==> config.mk <==
export PLATFORM = sky130hd
export DESIGN_NAME = fetch_stage
export DESIGN_NICKNAME = d
export VERILOG_FILES = /design/src/rtl/fetch_stage.sv
export SDC_FILE = /design/constraint.sdc
export NUM_CORES = 1
export LEC_CHECK = 0
export BUFFER_PORTS_ARGS = -buffer_cell sky130_fd_sc_hd__buf_4
export CORE_ASPECT_RATIO = 1.75
export CORE_MARGIN = 2
export CORE_UTILIZATION = 26
export DETAILED_ROUTE_END_ITERATION = 10
export PLACE_DENSITY = 0.42
export SYNTH_ARGS = -nofsm -noshare
export SYNTH_HDL_FRONTEND = slang
export SYNTH_SLANG_ARGS = --single-unit
==> constraint.sdc <==
create_clock -name clk_i -period 4.1 [get_ports clk_i]
set_input_delay 0 -clock clk_i [delete_from_list [all_inputs] [get_ports clk_i]]
set_output_delay 0 -clock clk_i [all_outputs]
set_load 0.005 [all_outputs]
==> src/rtl/fetch_stage.sv <==
// -----------------------------------------------------------------------------
// fetch_stage
//
// Instruction-fetch stage of the 5-stage RV32I pipeline. Holds the PC, presents
// it to instruction memory, predicts the next PC with a direct-mapped branch
// target buffer (2-bit saturating counters), and registers the fetched word
// into the IF/ID pipeline register for the decode stage.
//
// Ports
//   clk_i          rising-edge clock
//   rst_ni         asynchronous active-low reset
//   imem_addr_o    fetch address (current PC, combinational)
//   imem_data_i    instruction word read combinationally at imem_addr_o
//   enable_i       1 = advance PC and IF/ID, 0 = stall (hold both)
//   reset_i        flush IF/ID to the all-zero bubble (only when enable_i = 1)
//   redirect_i     load redirect_pc_i into the PC (wins over stall)
//   redirect_pc_i  corrected PC from execute
//   bp_update_i    resolved control transfer present in execute
//   bp_pc_i        PC of the resolved instruction
//   bp_target_i    resolved target
//   bp_taken_i     resolved direction
//   inst_d_o       IF/ID instruction
//   pc_d_o         IF/ID PC
//   pc4_d_o        IF/ID PC+4
//   hit_d_o        IF/ID predicted-taken flag
// -----------------------------------------------------------------------------
module fetch_stage #(
   parameter logic [31:0] RESET_PC    = 32'h0000_0000,
   parameter int          BTB_ENTRIES = 16
) (
   input  logic        clk_i,
   input  logic        rst_ni,
   output logic [31:0] imem_addr_o,
   input  logic [31:0] imem_data_i,
   input  logic        enable_i,
   input  logic        reset_i,
   input  logic        redirect_i,
   input  logic [31:0] redirect_pc_i,
   input  logic        bp_update_i,
   input  logic [31:0] bp_pc_i,
   input  logic [31:0] bp_target_i,
   input  logic        bp_taken_i,
   output logic [31:0] inst_d_o,
   output logic [31:0] pc_d_o,
   output logic [31:0] pc4_d_o,
   output logic        hit_d_o
);

   localparam int IDX_W = $clog2(BTB_ENTRIES);
   localparam int TAG_W = 32 - IDX_W - 2;

   // Saturating 2-bit counter step: up on taken, down on not-taken.
   function automatic logic [1:0] ctr_step(input logic [1:0] ctr, input logic taken);
      logic [1:0] res;
      res = ctr;
      if (taken) begin
         if (ctr != 2'b11) res = ctr + 2'b01;
      end else begin
         if (ctr != 2'b00) res = ctr - 2'b01;
      end
      return res;
   endfunction

   // ---------------------------------------------------------------- state
   logic [31:0] pc_reg;
   logic [31:0] pc_next;
   logic [31:0] pc_plus4;
   logic [31:0] pred_pc;

   logic [31:0] inst_reg;
   logic [31:0] pc_d_reg;
   logic [31:0] pc4_d_reg;
   logic        hit_d_reg;

   // Flattened view of the BTB entries, driven from the per-entry generate blocks.
   logic             entry_valid  [BTB_ENTRIES];
   logic [TAG_W-1:0] entry_tag    [BTB_ENTRIES];
   logic [31:0]      entry_target [BTB_ENTRIES];
   logic [1:0]       entry_ctr    [BTB_ENTRIES];

   // ---------------------------------------------------------------- lookup
   logic [IDX_W-1:0] look_idx;
   logic [TAG_W-1:0] look_tag;
   logic             hit;

   assign look_idx = pc_reg[IDX_W+1:2];
   assign look_tag = pc_reg[31:IDX_W+2];

   // Valid is checked first so unwritten tag/counter contents never matter.
   assign hit      = entry_valid[look_idx]
                     && (entry_tag[look_idx] == look_tag)
                     && entry_ctr[look_idx][1];
   assign pc_plus4 = pc_reg + 32'd4;
   assign pred_pc  = hit ? entry_target[look_idx] : pc_plus4;

   assign imem_addr_o = pc_reg;

   // ---------------------------------------------------------------- next PC
   always_comb begin
      pc_next = pc_reg;
      if (redirect_i) begin
         pc_next = redirect_pc_i;
      end else if (enable_i) begin
         pc_next = pred_pc;
      end
   end

   always_ff @(posedge clk_i or negedge rst_ni) begin
      if (!rst_ni) begin
         pc_reg <= RESET_PC;
      end else begin
         pc_reg <= pc_next;
      end
   end

   // ---------------------------------------------------------------- IF/ID
   always_ff @(posedge clk_i or negedge rst_ni) begin
      if (!rst_ni) begin
         inst_reg  <= '0;
         pc_d_reg  <= '0;
         pc4_d_reg <= '0;
         hit_d_reg <= 1'b0;
      end else if (enable_i) begin
         if (reset_i) begin
            // All-zero word is the pipeline bubble.
            inst_reg  <= '0;
            pc_d_reg  <= '0;
            pc4_d_reg <= '0;
            hit_d_reg <= 1'b0;
         end else begin
            inst_reg  <= imem_data_i;
            pc_d_reg  <= pc_reg;
            pc4_d_reg <= pc_plus4;
            hit_d_reg <= hit;
         end
      end
   end

   assign inst_d_o = inst_reg;
   assign pc_d_o   = pc_d_reg;
   assign pc4_d_o  = pc4_d_reg;
   assign hit_d_o  = hit_d_reg;

   // ---------------------------------------------------------------- update
   logic [IDX_W-1:0] upd_idx;
   logic [TAG_W-1:0] upd_tag;
   logic             upd_match;

   assign upd_idx   = bp_pc_i[IDX_W+1:2];
   assign upd_tag   = bp_pc_i[31:IDX_W+2];
   assign upd_match = entry_valid[upd_idx] && (entry_tag[upd_idx] == upd_tag);

   // Word-aligned PCs: the two low bits of bp_pc_i carry no information.
   logic unused_bp_pc_lsb;
   assign unused_bp_pc_lsb = ^bp_pc_i[1:0];

   genvar gi;
   generate
      for (gi = 0; gi < BTB_ENTRIES; gi++) begin : g_entry
         logic             valid_reg;
         logic [TAG_W-1:0] tag_reg;
         logic [31:0]      target_reg;
         logic [1:0]       ctr_reg;
         logic             sel;

         assign sel = bp_update_i && (upd_idx == IDX_W'(gi));

         always_ff @(posedge clk_i or negedge rst_ni) begin
            if (!rst_ni) begin
               valid_reg <= 1'b0;
            end else if (sel && !upd_match && bp_taken_i) begin
               valid_reg <= 1'b1;
            end
         end

         // Payload is not reset; gating with rst_ni keeps an update that
         // coincides with reset from touching the entry.
         always_ff @(posedge clk_i) begin
            if (sel && rst_ni) begin
               if (upd_match) begin
                  ctr_reg <= ctr_step(ctr_reg, bp_taken_i);
                  if (bp_taken_i) begin
                     target_reg <= bp_target_i;
                  end
               end else if (bp_taken_i) begin
                  // Replace whatever occupied this index, weakly taken.
                  tag_reg    <= upd_tag;
                  target_reg <= bp_target_i;
                  ctr_reg    <= 2'b10;
               end
            end
         end

         assign entry_valid[gi]  = valid_reg;
         assign entry_tag[gi]    = tag_reg;
         assign entry_target[gi] = target_reg;
         assign entry_ctr[gi]    = ctr_reg;
      end
   endgenerate

endmodule

After elaboration in Yosys (flattened, before gate mapping)
Cells that the tools add are included.

storage, ports and cells
  word-level logic and storage cells = 397
  output and inout port bits = 129
  bits of input ports = 135
  register bits after elaboration = 1105

cells by class
  $lt $le $gt $ge = 2
  $add $sub $neg = 33
  muxes and demuxes = 90
  equal/unequal tests = 49
  bitwise logic cells = 3
  reduce and logical (&&, ||, !) cells = 151

operator list
  kind                                                      count
  two-way mux 32 bit                                        8
  binary-select mux 26 bit (select 4 bit)                   2
  two-way mux 2 bit                                         67
  binary-select mux 32 bit (select 4 bit)                   1
  two-way mux 26 bit                                        4
  nonzero test 2 bit                                        34
  logical AND 1 bit                                         67
  AND reduction 4 bit                                       16
  == test 26 bit                                            2
  inequality test 3 x 2 -> 1 bit, second input constant     16
  AND reduction 3 bit                                       16
  adder 2 x 1 -> 2 bit, second input constant               16
  adder 32 x 3 -> 32 bit, second input constant             1
  == test 4 bit, second input constant                      8
  inequality test 2 bit, second input constant              16
  AND reduction 2 bit                                       16
  subtractor 2 x 1 -> 2 bit, second input constant          16
  == test 4 x 3 -> 1 bit, second input constant             4
  greater-or-equal comparator 5 bit, second input constant  2
  inverter 4 -> 5 bit                                       2
  binary-select mux 1 bit (select 4 bit)                    2
  binary-select mux 2 bit (select 4 bit)                    1
  == test 4 x 2 -> 1 bit, second input constant             2
  two-way mux 1 bit                                         5
  other kinds (4)                                           4

Logic depth before layout (Yosys ltp)
Gate-level depths: netlist of the first run.

  depth in word-level cells = 10
  mapped depth = 15
  mapped depth without buffers = 8

Worst setup path after synthesis of the first run
OpenSTA, ideal clock, no wires.

  path kind = input port to flip-flop
  from = input port bp_pc_i[3]
  to = register g_entry[13].tag_reg[0], enable pin
  library setup time = 442 ps
  slack = -728 ps
  data required time = 3658 ps
  arrival time = 4387 ps
  buffers on the path = 6
  stages = 13
  path through = clkbuf_1 clkbuf_1 buf_1 mux4_2 mux4_2 xnor2_1 nand4_1 nor4_1 and2_1 buf_2 buf_4 buf_2 nor3_1

between the ends
  cells in the longest elaborated chain, start to end = 8
  elaborated cells on any way between the ends = 14
  classes of those cells = eq/ne: 2; mux: 6; bitwise: 2; reduce/logical: 4

ends and longest elaborated chain
  what                                                    line  RTL
  start: declaration                                      40    input logic [31:0] bp_pc_i,
  inverter 4 -> 5 bit (implied by the code)               151   assign upd_match = entry_valid[upd_idx] && (entry_tag[upd_idx] == upd_tag);
  binary-select mux 26 bit (select 4 bit)                 151
  two-way mux 26 bit (implied by the code) (2 in series)  151
  == test 26 bit                                          151
  logical AND 1 bit                                       151
  inverter 1 bit (no line)                                -
  AND reduction 3 bit (no line) (*)                       -
  end signal: assignment                                  187   tag_reg <= upd_tag;
  end: declaration                                        161   logic [TAG_W-1:0] tag_reg;

Mark *: on every way between the ends. The rest lies on a longest branch, timed or not. The select of a mux whose other input is x is not followed.
A chain may end at the register's enable or synchronous reset.

Worst setup path in the final report of the first run
  from = register pc_reg[5] (netlist: imem_addr_o[5])
  to = register pc_reg[6] (netlist: imem_addr_o[6])

between the ends
  cells in the longest elaborated chain, start to end = 10
  elaborated cells on any way between the ends = 20
  classes of those cells = add/sub: 1; eq/ne: 1; mux: 15; bitwise: 1; reduce/logical: 2

ends and longest elaborated chain
  what                                                    line  RTL
  start: declaration                                      65    logic [31:0] pc_reg;
  start signal: assignment                                112   pc_reg <= pc_next;
  inverter 4 -> 5 bit (implied by the code)               -
  binary-select mux 26 bit (select 4 bit)                 91    && (entry_tag[look_idx] == look_tag)
  two-way mux 26 bit (implied by the code) (2 in series)  91
  == test 26 bit                                          91
  logical AND 1 bit                                       91
  logical AND 1 bit                                       92    && entry_ctr[look_idx][1];
  two-way mux 32 bit (*)                                  94    assign pred_pc = hit ? entry_target[look_idx] : pc_plus4;
  two-way mux 32 bit (*)                                  103   end else if (enable_i) begin
  two-way mux 32 bit (*)                                  101   if (redirect_i) begin

Marks and branches as above.

==> results of run 1 <==
-- final timing paths --
path | start | end | slack (ps) | cells after the start
worst max-delay path | imem_addr_o[5]$_DFFE_PN0P_ | imem_addr_o[6]$_DFFE_PN0P_ | 130 | 11
worst min-delay path | redirect_pc_i[0] | imem_addr_o[0]$_DFFE_PN0P_ | 60 | 4
worst max register to register | imem_addr_o[5]$_DFFE_PN0P_ | imem_addr_o[6]$_DFFE_PN0P_ | 130 | 11
worst min register to register | g_entry[0].valid_reg$_DFFE_PN0P_ | g_entry[0].valid_reg$_DFFE_PN0P_ | 490 | 1
max in group asynchronous | rst_ni | imem_addr_o[5]$_DFFE_PN0P_ | 1540 | 6
min in group asynchronous | rst_ni | g_entry[13].valid_reg$_DFFE_PN0P_ | 450 | 4
-- critical path: cells and delay by family, from the launching register on --
| family | cells | cell delay, ps |
|---|---|---|
| AO/OA/AOI/OAI | 3 | 320 |
| flip-flops | 1 | 530 |
| AND/OR/NAND/NOR | 4 | 1980 |
| XOR/XNOR | 1 | 150 |
| buffers and inverters | 3 | 790 |
-- layout by cell type (no fill, tap or decap), drive strengths merged, types with 86 or more instances in the layout --
cell / count
nand2: 104
inv: 113
xnor2: 86
dlygate4sd3: 187
clkbuf: 141
mux4: 307
o21ai: 100
edfxtp: 960
buf: 482
dfrtp: 143
mux2i: 132
-- per-layer routing --
metal | global-route usage | wire length (um) | vias up
met2 | 0.324 | 90600 | 874
met1 | 0.227 | 69800 | 15900
li1 | - | - | 12600
met5 | 0 | 21 | -
met4 | 0.0572 | 5600 | 4
met3 | 0.0246 | 8290 | 255
-- where the power goes --
| part | switching (W) | internal (W) | total, W |
|---|---|---|---|
| sequential | 0.000285 | 0.0124 | 0.0127 |
| combinational | 0.00229 | 0.00180 | 0.00409 |
| clock | 0.00467 | 0.00610 | 0.0108 |
-- final cells by class --
cell class	instances	share of cell area
antenna	6	0.000246
timing repair buffer	671	0.104
multi-input combinational	1424	0.246
clock inverter	64	0.0140
clock buffer	139	0.0484
inverter	103	0.00634
sequential	1103	0.531
tap	2438	0.0500
-- what timing repair did --
action                                  in CTS  in global routing
endpoints found under the setup margin     128                  1
endpoints found under the hold margin     1103                  0
hold buffers                               188                  0
setup buffers                                0                  3
resized for setup                            1                  0
pin swaps                                    0                  0
-- through the flow --
stage | instance area, sq um | util
2_1_floorplan | 48600 | -
3_3_place_gp | 55300 | 0.296
3_5_place_dp | 55300 | 0.296
4_1_cts | 61000 | 0.327
5_1_grt | 61000 | 0.327
6_report | 61000 | 0.327
-- cell families after synthesis --
family                     Yosys count
xor gates and xnor gates           111
buffers and inverters              320
DFF                               1103
AOI/OAI and AO/OA                  439
muxes                              444
adders and majority gates            1
and+or+nand+nor                    429
==> impl_metrics.csv, run 1 <==
group,metric,value,unit
floorplan,rows,210,
grt,grt_overflow,0,
timing,finalHoldViolations,0,
run_status,outcome,"completed",
clock_network,htreeDepth,3,
flow_run,cap_violations,0,
worst_setup_path,crit_type,"reg2reg",
place,dp.cells,5548,
grt,track_usage,0.182,
worst_setup_path,critPathSlowestCell,"nor2b_2",
drt,wire_per_inst,29.3,um
clock_network,cts_tree,"done",
synthesis,synth_top_family_by_area,"multiplexers",
synthesis,synth_area_per_cell,17.1,sq um
worst_setup_path,crit_top_cell,"buf_4",
worst_setup_path,cp.arrival,4600,ps
place,io_buffers,261,
drt,firstDrtPassIters,7,
floorplan,initial_core_util,0.261,
place,place_congestion,0.795,
synthesis,yosys_most_used_dff,"edfxtp_1",
worst_setup_path,cp.required,4730,ps
power,p_total,0.0276,W
synthesis,synth_mux_area_frac,0.171,
drt,routed_wl,174000,um
synthesis,synth-compound-area-share,0.0631,
final_layout,seq_area,32400,sq um
worst_setup_path,path_cells,"nor2b_2 -> buf_4 -> a22o_1 -> a221oi_2 -> buf_4 -> xnor2_1 -> nor4_1 -> nand4_1 -> buf_4 -> nor3_1 -> o31ai_1",
power,ir_drop,0.336,mV
synthesis,ys_seq_area_frac,0.666,
drt,ant_nets,0,
synthesis,synth-seq-cells,1103,
final_layout,layout.cells.non_filler,5948,
synthesis,synth_edf_count,960,
floorplan,die_w,331,um
timing,postLayoutSetupSlackWorst,129,ps
synthesis,synthSimpleGateAreaFrac,0.0495,
drt,via_per_inst,4.98,
worst_setup_path,start_kind,"flop",
synthesis,syn-cell-area,48600,sq um
synthesis,synth_fa_ha_area_frac,0.000257,
timing,max_freq,252,MHz
final_layout,final_nets,3548,
final_layout,fillers,18100,
synthesis,synth.distinct_cells,76,
timing,fin_crit_sh,0.969,
final_layout,multi_input_area,15000,sq um
grt,grt_pass1_vias,31300,
clock_network,numCtsBuffers,109,
worst_setup_path,critPathCaptureType,"flop",
grt,grt_max_degree,151,
final_layout,syn_to_final_growth,25.5,%
timing,skew,46.8,ps
floorplan,io_pins,264,
final_layout,drive_gt1_frac,0.298,
power,leakage,20.6,nW
synthesis,synth_top_area_cell,"edfxtp_1",
timing,report.final.setup_viol,0,
floorplan,die-area,191000,sq um
synthesis,syn_inst,2847,
synthesis,syn-num-nets,2983,
synthesis,yosys.area.top_type_share,0.593,
drt,drc,0,
worst_setup_path,cpPeakStageDelay,910,ps
clock_network,cts.sink_count,1103,
place,pre_cts_ws,-159,ps
synthesis,synth_area_leaders,"edfxtp_1 59%, mux4_2 14%, dfrtp_1 7.4%",
timing,setup-tns-final,0,ps
clock_network,clkTransAtPathRegs,70,ps
place,detailedPlacementHpwl,112000,um
worst_setup_path,worstPathMaxFanout,17,
clock_network,cts_buffer_depth,3,
timing,period_minus_slack,3970,ps
hold_path,hp-class,"in2reg",
drt,drt_iter0_markers,2328,
timing,relSlewSlack,0.213,
floorplan,fp.dieH,576,um
timing,drv_slew,0,
drt,vias,29600,
clock_network,clk_latency,750,ps
timing,rsz0062_at_grt,"no",
grt,antenna_found_initial,13,
synthesis,synth-xor-area-share,0.0201,
power,power.density,452,nW/um^2
synthesis,async_reset_ff_frac,0.130,
synthesis,yosysWarnings,0,
synthesis,synthTopCellsByCount,"960 x edfxtp_1, 307 x mux4_2, 143 x dfrtp_1, 132 x mux2i_1, 119 x clkbuf_1",
timing,worst_pin_slew,1180,ps
timing,hold_slack,63.3,ps
final_layout,largest_reg_flops,512,
grt,grt_pass1_wl,245000,um
clock_network,cts_root_buf,"clkbuf_16",
synthesis,yosysMostFrequentCell,"edfxtp_1",
floorplan,core_area,187000,sq um
Note: power is estimated with default switching activity, not from simulation.
==> inputs of run 2 (changes only) <==
--- a/config.mk
+++ b/config.mk
@@ -7,10 +7,11 @@
 export LEC_CHECK = 0
 export BUFFER_PORTS_ARGS = -buffer_cell sky130_fd_sc_hd__buf_4
 export CORE_ASPECT_RATIO = 1.75
-export CORE_MARGIN = 2
+export CORE_MARGIN = 4
 export CORE_UTILIZATION = 26
 export DETAILED_ROUTE_END_ITERATION = 10
 export PLACE_DENSITY = 0.42
+export RECOVER_POWER = 25
 export SYNTH_ARGS = -nofsm -noshare
 export SYNTH_HDL_FRONTEND = slang
 export SYNTH_SLANG_ARGS = --single-unit
==> run 2 against run 1 <==
Sequential power about the same. Cell count rose by 0.42%. Routed wire length increased by 0.37%. Critical path depth rose by 3. Critical endpoint is now g_entry[15].tag_reg[14]$_DFFE_PP_.
==> impl_metrics.csv, run 2 (synthesized netlist as in run 1, its figures left out) <==
group,metric,value,unit
run_status,outcome,"completed",
worst_setup_path,cp.required,4510,ps
power,power.density,446,nW/um^2
timing,fin_crit_sh,0.963,
power,p_total,0.0272,W
timing,drv_slew,0,
drt,vias,29900,
clock_network,cts_buffer_depth,3,
clock_network,numCtsBuffers,110,
grt,grt_pass1_vias,31600,
worst_setup_path,cp.arrival,4360,ps
floorplan,rows,209,
grt,track_usage,0.177,
hold_path,whs_path_depth,4,
floorplan,core_area,186000,sq um
floorplan,initial_core_util,0.262,
worst_setup_path,r2r_end,"g_entry[15].tag_reg[14]$_DFFE_PP_",
drt,drt_iter0_markers,2292,
flow_run,cap_violations,0,
worst_setup_path,reg2reg_slack,150,ps
worst_setup_path,start_kind,"flop",
grt,grt_overflow,0,
clock_network,cts_tree,"done",
clock_network,clkTransAtPathRegs,70,ps
timing,worst_pin_slew,1210,ps
worst_setup_path,path_buf_inv,7,
floorplan,io_pins,264,
final_layout,final_nets,3582,
timing,skew,68.7,ps
worst_setup_path,crit_top_cell,"buf_4",
timing,max_freq,253,MHz
floorplan,fp.dieH,580,um
place,placed_area,55500,sq um
drt,wire_per_inst,29.3,um
clock_network,cts.sink_count,1103,
worst_setup_path,worstPathMaxFanout,13,
place,place_congestion,0.790,
hold_path,hp-class,"in2reg",
final_layout,final_common_cell,"edfxtp_1",
drt,routed_wl,175000,um
timing,postLayoutSetupSlackWorst,150,ps
worst_setup_path,crit_type,"reg2reg",
floorplan,die-area,194000,sq um
grt,antenna_found_initial,19,
drt,via_per_inst,5.00,
drt,ant_nets,0,
power,leakage,20.6,nW
place,pre_cts_ws,-404,ps
final_layout,drive_gt1_frac,0.285,
power,ir_drop,0.318,mV
worst_setup_path,cpLargestDelayFamily,"buffers and inverters",
worst_setup_path,r2r_start,"g_entry[12].tag_reg[5]$_DFFE_PP_",
final_layout,largest_reg_flops,512,
timing,period_minus_slack,3950,ps
worst_setup_path,critPathSlowestCell,"nor3_4",
timing,relSlewSlack,0.191,
timing,rsz0062_at_grt,"no",
clock_network,post-cts-setup-buffers,0,
worst_setup_path,cpPeakStageDelay,510,ps
final_layout,syn_to_final_growth,25.6,%
hold_path,min_to,"inst_d_o[4]$_DFFE_PN0P_",
hold_path,hp-start,"imem_data_i[4]",
final_layout,fin_area,61100,sq um
worst_setup_path,critPathCaptureType,"flop",
floorplan,die_w,335,um
final_layout,layout_common_cells,"960 x edfxtp_1, 388 x buf_4, 307 x mux4_2",
clock_network,htreeDepth,3,
drt,drc,0,
grt,grt_pass1_wl,245000,um
worst_setup_path,ff2ff_path_depth,14,
place,io_buffers,261,
timing,finalHoldViolations,0,
worst_setup_path,path_cells,"mux4_2 -> mux4_2 -> xnor2_1 -> buf_4 -> nand4_1 -> buf_4 -> nor3_2 -> buf_4 -> and2_2 -> buf_12 -> buf_12 -> buf_4 -> nor3_4 -> buf_12",
clock_network,cts_root_buf,"clkbuf_16",
place,detailedPlacementHpwl,114000,um
grt,grt_max_degree,103,
timing,report.final.setup_viol,0,
clock_network,clk_latency,760,ps
drt,firstDrtPassIters,6,
==> run 2: cell types whose count changed in the layout (fill, tap and decap cells not counted), sizes merged <==
cell	before	now
inv	113	104
dlygate4sd3	187	204
diode	6	5
clkinvlp	7	1
clkinv	32	38
bufinv	15	10
clkbuf	141	200
buf	482	458
==> run 2: timing repair <==
action,in CTS,in global routing
hold buffers,205,0
endpoints found under the setup margin,460,0
gates resized for setup,2,0
hold endpoints to repair,1218,0
==> run 2: worst reg2reg max path: stages, from the launching register on <==
cell and delay, ps:
edfxtp_1 400, mux4_2 500, mux4_2 490, xnor2_1 130, buf_4 160, nand4_1 160, buf_4 140, nor3_2 70
buf_4 150, and2_2 190, buf_12 160, buf_12 150, buf_4 160, nor3_4 510, buf_12 240
==> run 2: cell type report <==
type | instances | area [sq um]
Timing Repair Buffer | 704 | 6530
Sequential cell | 1103 | 32400
Multi-Input combinational cell | 1424 | 15000
Antenna cell | 5 | 12.5
Fill cell | 18000 | 125000
Clock buffer | 158 | 3070
Inverter | 103 | 387
Tap cell | 2426 | 3040
Clock inverter | 50 | 609
==> run 2: per-layer routing <==
metal  vias to the layer above  global-route usage  wire length [um]
li1                      12700                   -                 -
met4                         4              0.0423              3910
met2                       826               0.325             92900
met1                     16100               0.220             70100
met3                       188              0.0232              7900
met5                         -                   0                27
==> run 2: report_power, final <==
part	internal (W)	switching, W
logic	0.00180	0.00228
registers	0.0124	0.000285
clock network	0.00587	0.00458
total	0.0201	0.00715
==> run 2: per-stage QoR <==
step           setup TNS, ps  utilization  std cells  hold WS (ps)
2_1_floorplan        -244460            -       2847          -296
3_3_place_gp         -151020        0.299       5555         -29.7
3_5_place_dp         -119560        0.299       5555         -30.1
4_1_cts                    0        0.330       5968          5.85
5_1_grt                    0        0.329       5970          49.7
6_report                   0        0.329       5973          66.2
==> run 2: worst max path at each step <==
stage | from | endpoint | slack [ps] | depth (start not counted)
floorplan | bp_pc_i[3] | g_entry[13].tag_reg[0]$_DFFE_PP_ | -730 | 13
global placement | bp_pc_i[2] | g_entry[9].ctr_reg[0]$_SDFFCE_PN0P_ | -450 | 16
detailed placement | bp_pc_i[2] | g_entry[15].ctr_reg[1]$_SDFFCE_PN1P_ | -400 | 15
CTS | g_entry[3].tag_reg[5]$_DFFE_PP_ | g_entry[14].tag_reg[9]$_DFFE_PP_ | 60 | 14
global route | g_entry[14].tag_reg[5]$_DFFE_PP_ | g_entry[15].ctr_reg[1]$_SDFFCE_PN1P_ | 9 | 13
finish | g_entry[12].tag_reg[5]$_DFFE_PP_ | g_entry[15].tag_reg[14]$_DFFE_PP_ | 150 | 14
==> inputs of run 3 (changes only) <==
--- a/config.mk
+++ b/config.mk
@@ -9,6 +9,7 @@
 export CORE_ASPECT_RATIO = 1.75
 export CORE_MARGIN = 4
 export CORE_UTILIZATION = 26
+export CTS_BUF_LIST = sky130_fd_sc_hd__clkbuf_16
 export DETAILED_ROUTE_END_ITERATION = 10
 export PLACE_DENSITY = 0.42
 export RECOVER_POWER = 25
==> run 3 against run 2 <==
Register-to-register slack barely moved. First-iteration DRC count fell by 2.1%. Cell area down 0.20%. Routed wire length is essentially flat. Fmax increased by 0.15%. Utilization fell by 0.065 points. Sequential power hardly changed. Total power fell by 1.2%. Die area unchanged.
==> impl_metrics.csv, run 3 (synthesized netlist as in run 1, its figures left out) <==
group,metric,value,unit
place,place_congestion,0.790,
floorplan,die-area,194000,sq um
timing,setup-tns-final,0,ps
floorplan,rows,209,
power,seqPwrFrac,0.472,
drt,dr_wl_met2,93100,um
drt,wirelength_met1,70200,um
worst_setup_path,r2r_end,"g_entry[14].tag_reg[25]$_DFFE_PP_",
clock_network,cts.sink_count,1103,
worst_setup_path,worstSetupEndpoint,"g_entry[14].tag_reg[25]$_DFFE_PP_",
timing,skew,68.3,ps
final_layout,largest_reg_flops,512,
timing,rsz0062_at_grt,"no",
power,power_frac_comb,0.151,
timing,report.final.setup_viol,0,
final_layout,final_core_util,0.328,
worst_setup_path,cpPeakStageDelay,540,ps
worst_setup_path,critPathSlowestCell,"mux4_2",
clock_network,clk_latency,760,ps
drt,top_layer,"met5",
floorplan,die_w,335,um
worst_setup_path,path_cells,"mux4_2 -> mux4_2 -> xnor2_1 -> buf_4 -> nand4_1 -> buf_4 -> nor3_2 -> buf_4 -> and2_2 -> buf_12 -> buf_12 -> buf_4 -> nor3_4 -> buf_12",
timing,postLayoutSetupSlackWorst,156,ps
grt,grt_pass1_wl,245000,um
timing,fin_crit_sh,0.962,
place,dp.cells,5555,
final_layout,layout.cells.non_filler,5973,
drt,via_per_inst,5.00,
worst_setup_path,cp.required,4510,ps
power,power_switching_share,0.265,
hold_path,hp-class,"in2reg",
clock_network,post-cts-setup-buffers,0,
worst_setup_path,cp.arrival,4350,ps
worst_setup_path,worstPathMaxFanout,13,
floorplan,initial_core_util,0.262,
power,p_int,0.0198,W
worst_setup_path,crit_top_cell,"buf_4",
power,ir_drop,0.317,mV
power,clkPwrFrac,0.377,
grt,antenna_found_initial,20,
flow_run,cap_violations,0,
power,p_switching,0.00714,W
drt,firstDrtPassIters,5,
floorplan,io_pins,264,
final_layout,syn_to_final_growth,25.3,%
drt,drc,0,
final_layout,fillers,18100,
final_layout,final_nets,3582,
grt,track_usage,0.177,
drt,routed_wl,175000,um
clock_network,htreeDepth,3,
drt,wire_per_inst,29.3,um
power,leakage,20.6,nW
timing,worst_pin_slew,1190,ps
final_layout,layout_common_cells,"960 x edfxtp_1, 388 x buf_4, 307 x mux4_2",
run_status,outcome,"completed",
worst_setup_path,reg2reg_slack,160,ps
worst_setup_path,r2r_start,"g_entry[3].tag_reg[5]$_DFFE_PP_",
timing,finalHoldViolations,0,
drt,ant_nets,0,
floorplan,core_area,186000,sq um
power,power.density,442,nW/um^2
clock_network,clkTransAtPathRegs,60,ps
final_layout,drive_gt1_frac,0.282,
grt,grt_overflow,0,
drt,drt_iter0_markers,2245,
grt,grt_max_degree,103,
clock_network,cts_buffer_depth,3,
drt,vias,29800,
worst_setup_path,startpoint,"g_entry[3].tag_reg[5]$_DFFE_PP_",
worst_setup_path,crit_type,"reg2reg",
place,io_buffers,261,
timing,drv_slew,0,
place,pre_cts_ws,-404,ps
place,detailedPlacementHpwl,114000,um
grt,grt_pass1_vias,31500,
worst_setup_path,ff2ff_path_depth,14,
clock_network,numCtsBuffers,110,
timing,relSlewSlack,0.204,
clock_network,cts_root_buf,"clkbuf_16",
timing,period_minus_slack,3940,ps
worst_setup_path,critPathCaptureType,"flop",
drt,wl_met3,7730,um
timing,max_freq,254,MHz
clock_network,cts_tree,"done",
timing,hold_slack,68.7,ps
final_layout,final_common_cell,"edfxtp_1",
floorplan,fp.dieH,580,um
worst_setup_path,start_kind,"flop",
## run 3: changes by cell type in the layout (fill, tap and decap cells not counted), sizes merged
cell    change
clkbuf     -47
clkinv     +11
inv        +36
## run 3: layer usage
metal,vias to the layer above,global-route usage
li1,12700,-
met1,16100,0.220
met2,813,0.325
met3,186,0.0232
met4,4,0.0422
met5,-,0
## run 3: worst max-delay path: cells and delay by family (launching register included)
kind,cells,cell delay (ps)
xor+xnor,1,130
buf+inv,7,1150
flops,1,370
mux,2,1030
simple gates,4,920
## run 3: stage by stage
stage	area [sq um]	total power, W
after floorplan	48600	0.0150
after global placement	55500	0.0169
after detailed placement	55500	0.0169
after CTS	61100	0.0273
after global routing	60900	0.0280
final	60900	0.0269
## run 3: timing repair
action | 4_1_cts | 5_1_grt
hold endpoints to repair | 1218 | 0
setup endpoints to repair | 460 | 0
hold buffers | 205 | 0
resized for setup | 2 | 0
## run 3: worst min path at each step
stage,start,endpoint,slack [ps],cells after the start
2_1_floorplan,rst_ni,g_entry[0].valid_reg$_DFFE_PN0P_,-300,0
3_3_place_gp,rst_ni,imem_addr_o[27]$_DFFE_PN0P_,-30,1
3_5_place_dp,rst_ni,imem_addr_o[27]$_DFFE_PN0P_,-30,1
4_1_cts,imem_data_i[4],inst_d_o[4]$_DFFE_PN0P_,6,4
5_1_grt,imem_data_i[1],inst_d_o[1]$_DFFE_PN0P_,50,4
6_report,imem_data_i[4],inst_d_o[4]$_DFFE_PN0P_,70,4
## run 3: power by group through the flow
stage / registers [W] / clock network, W / logic, W
floorplan: 0.0128 / 0 / 0.00222
global placement: 0.0129 / 0 / 0.00398
detailed placement: 0.0129 / 0 / 0.00399
CTS: 0.0127 / 0.0105 / 0.00418
global route: 0.0127 / 0.0109 / 0.00434
finish: 0.0127 / 0.0101 / 0.00408
## run 3: layout make-up
cell class | count | area [sq um] | share of cell area
Sequential cell | 1103 | 32400 | 0.532
Multi-Input combinational cell | 1424 | 15000 | 0.246
Timing Repair Buffer | 704 | 6530 | 0.107
Tap cell | 2426 | 3040 | 0.0498
Clock buffer | 111 | 2780 | 0.0456
Clock inverter | 97 | 786 | 0.0129
Inverter | 103 | 387 | 0.00634
Antenna cell | 5 | 12.5 | 0.000205
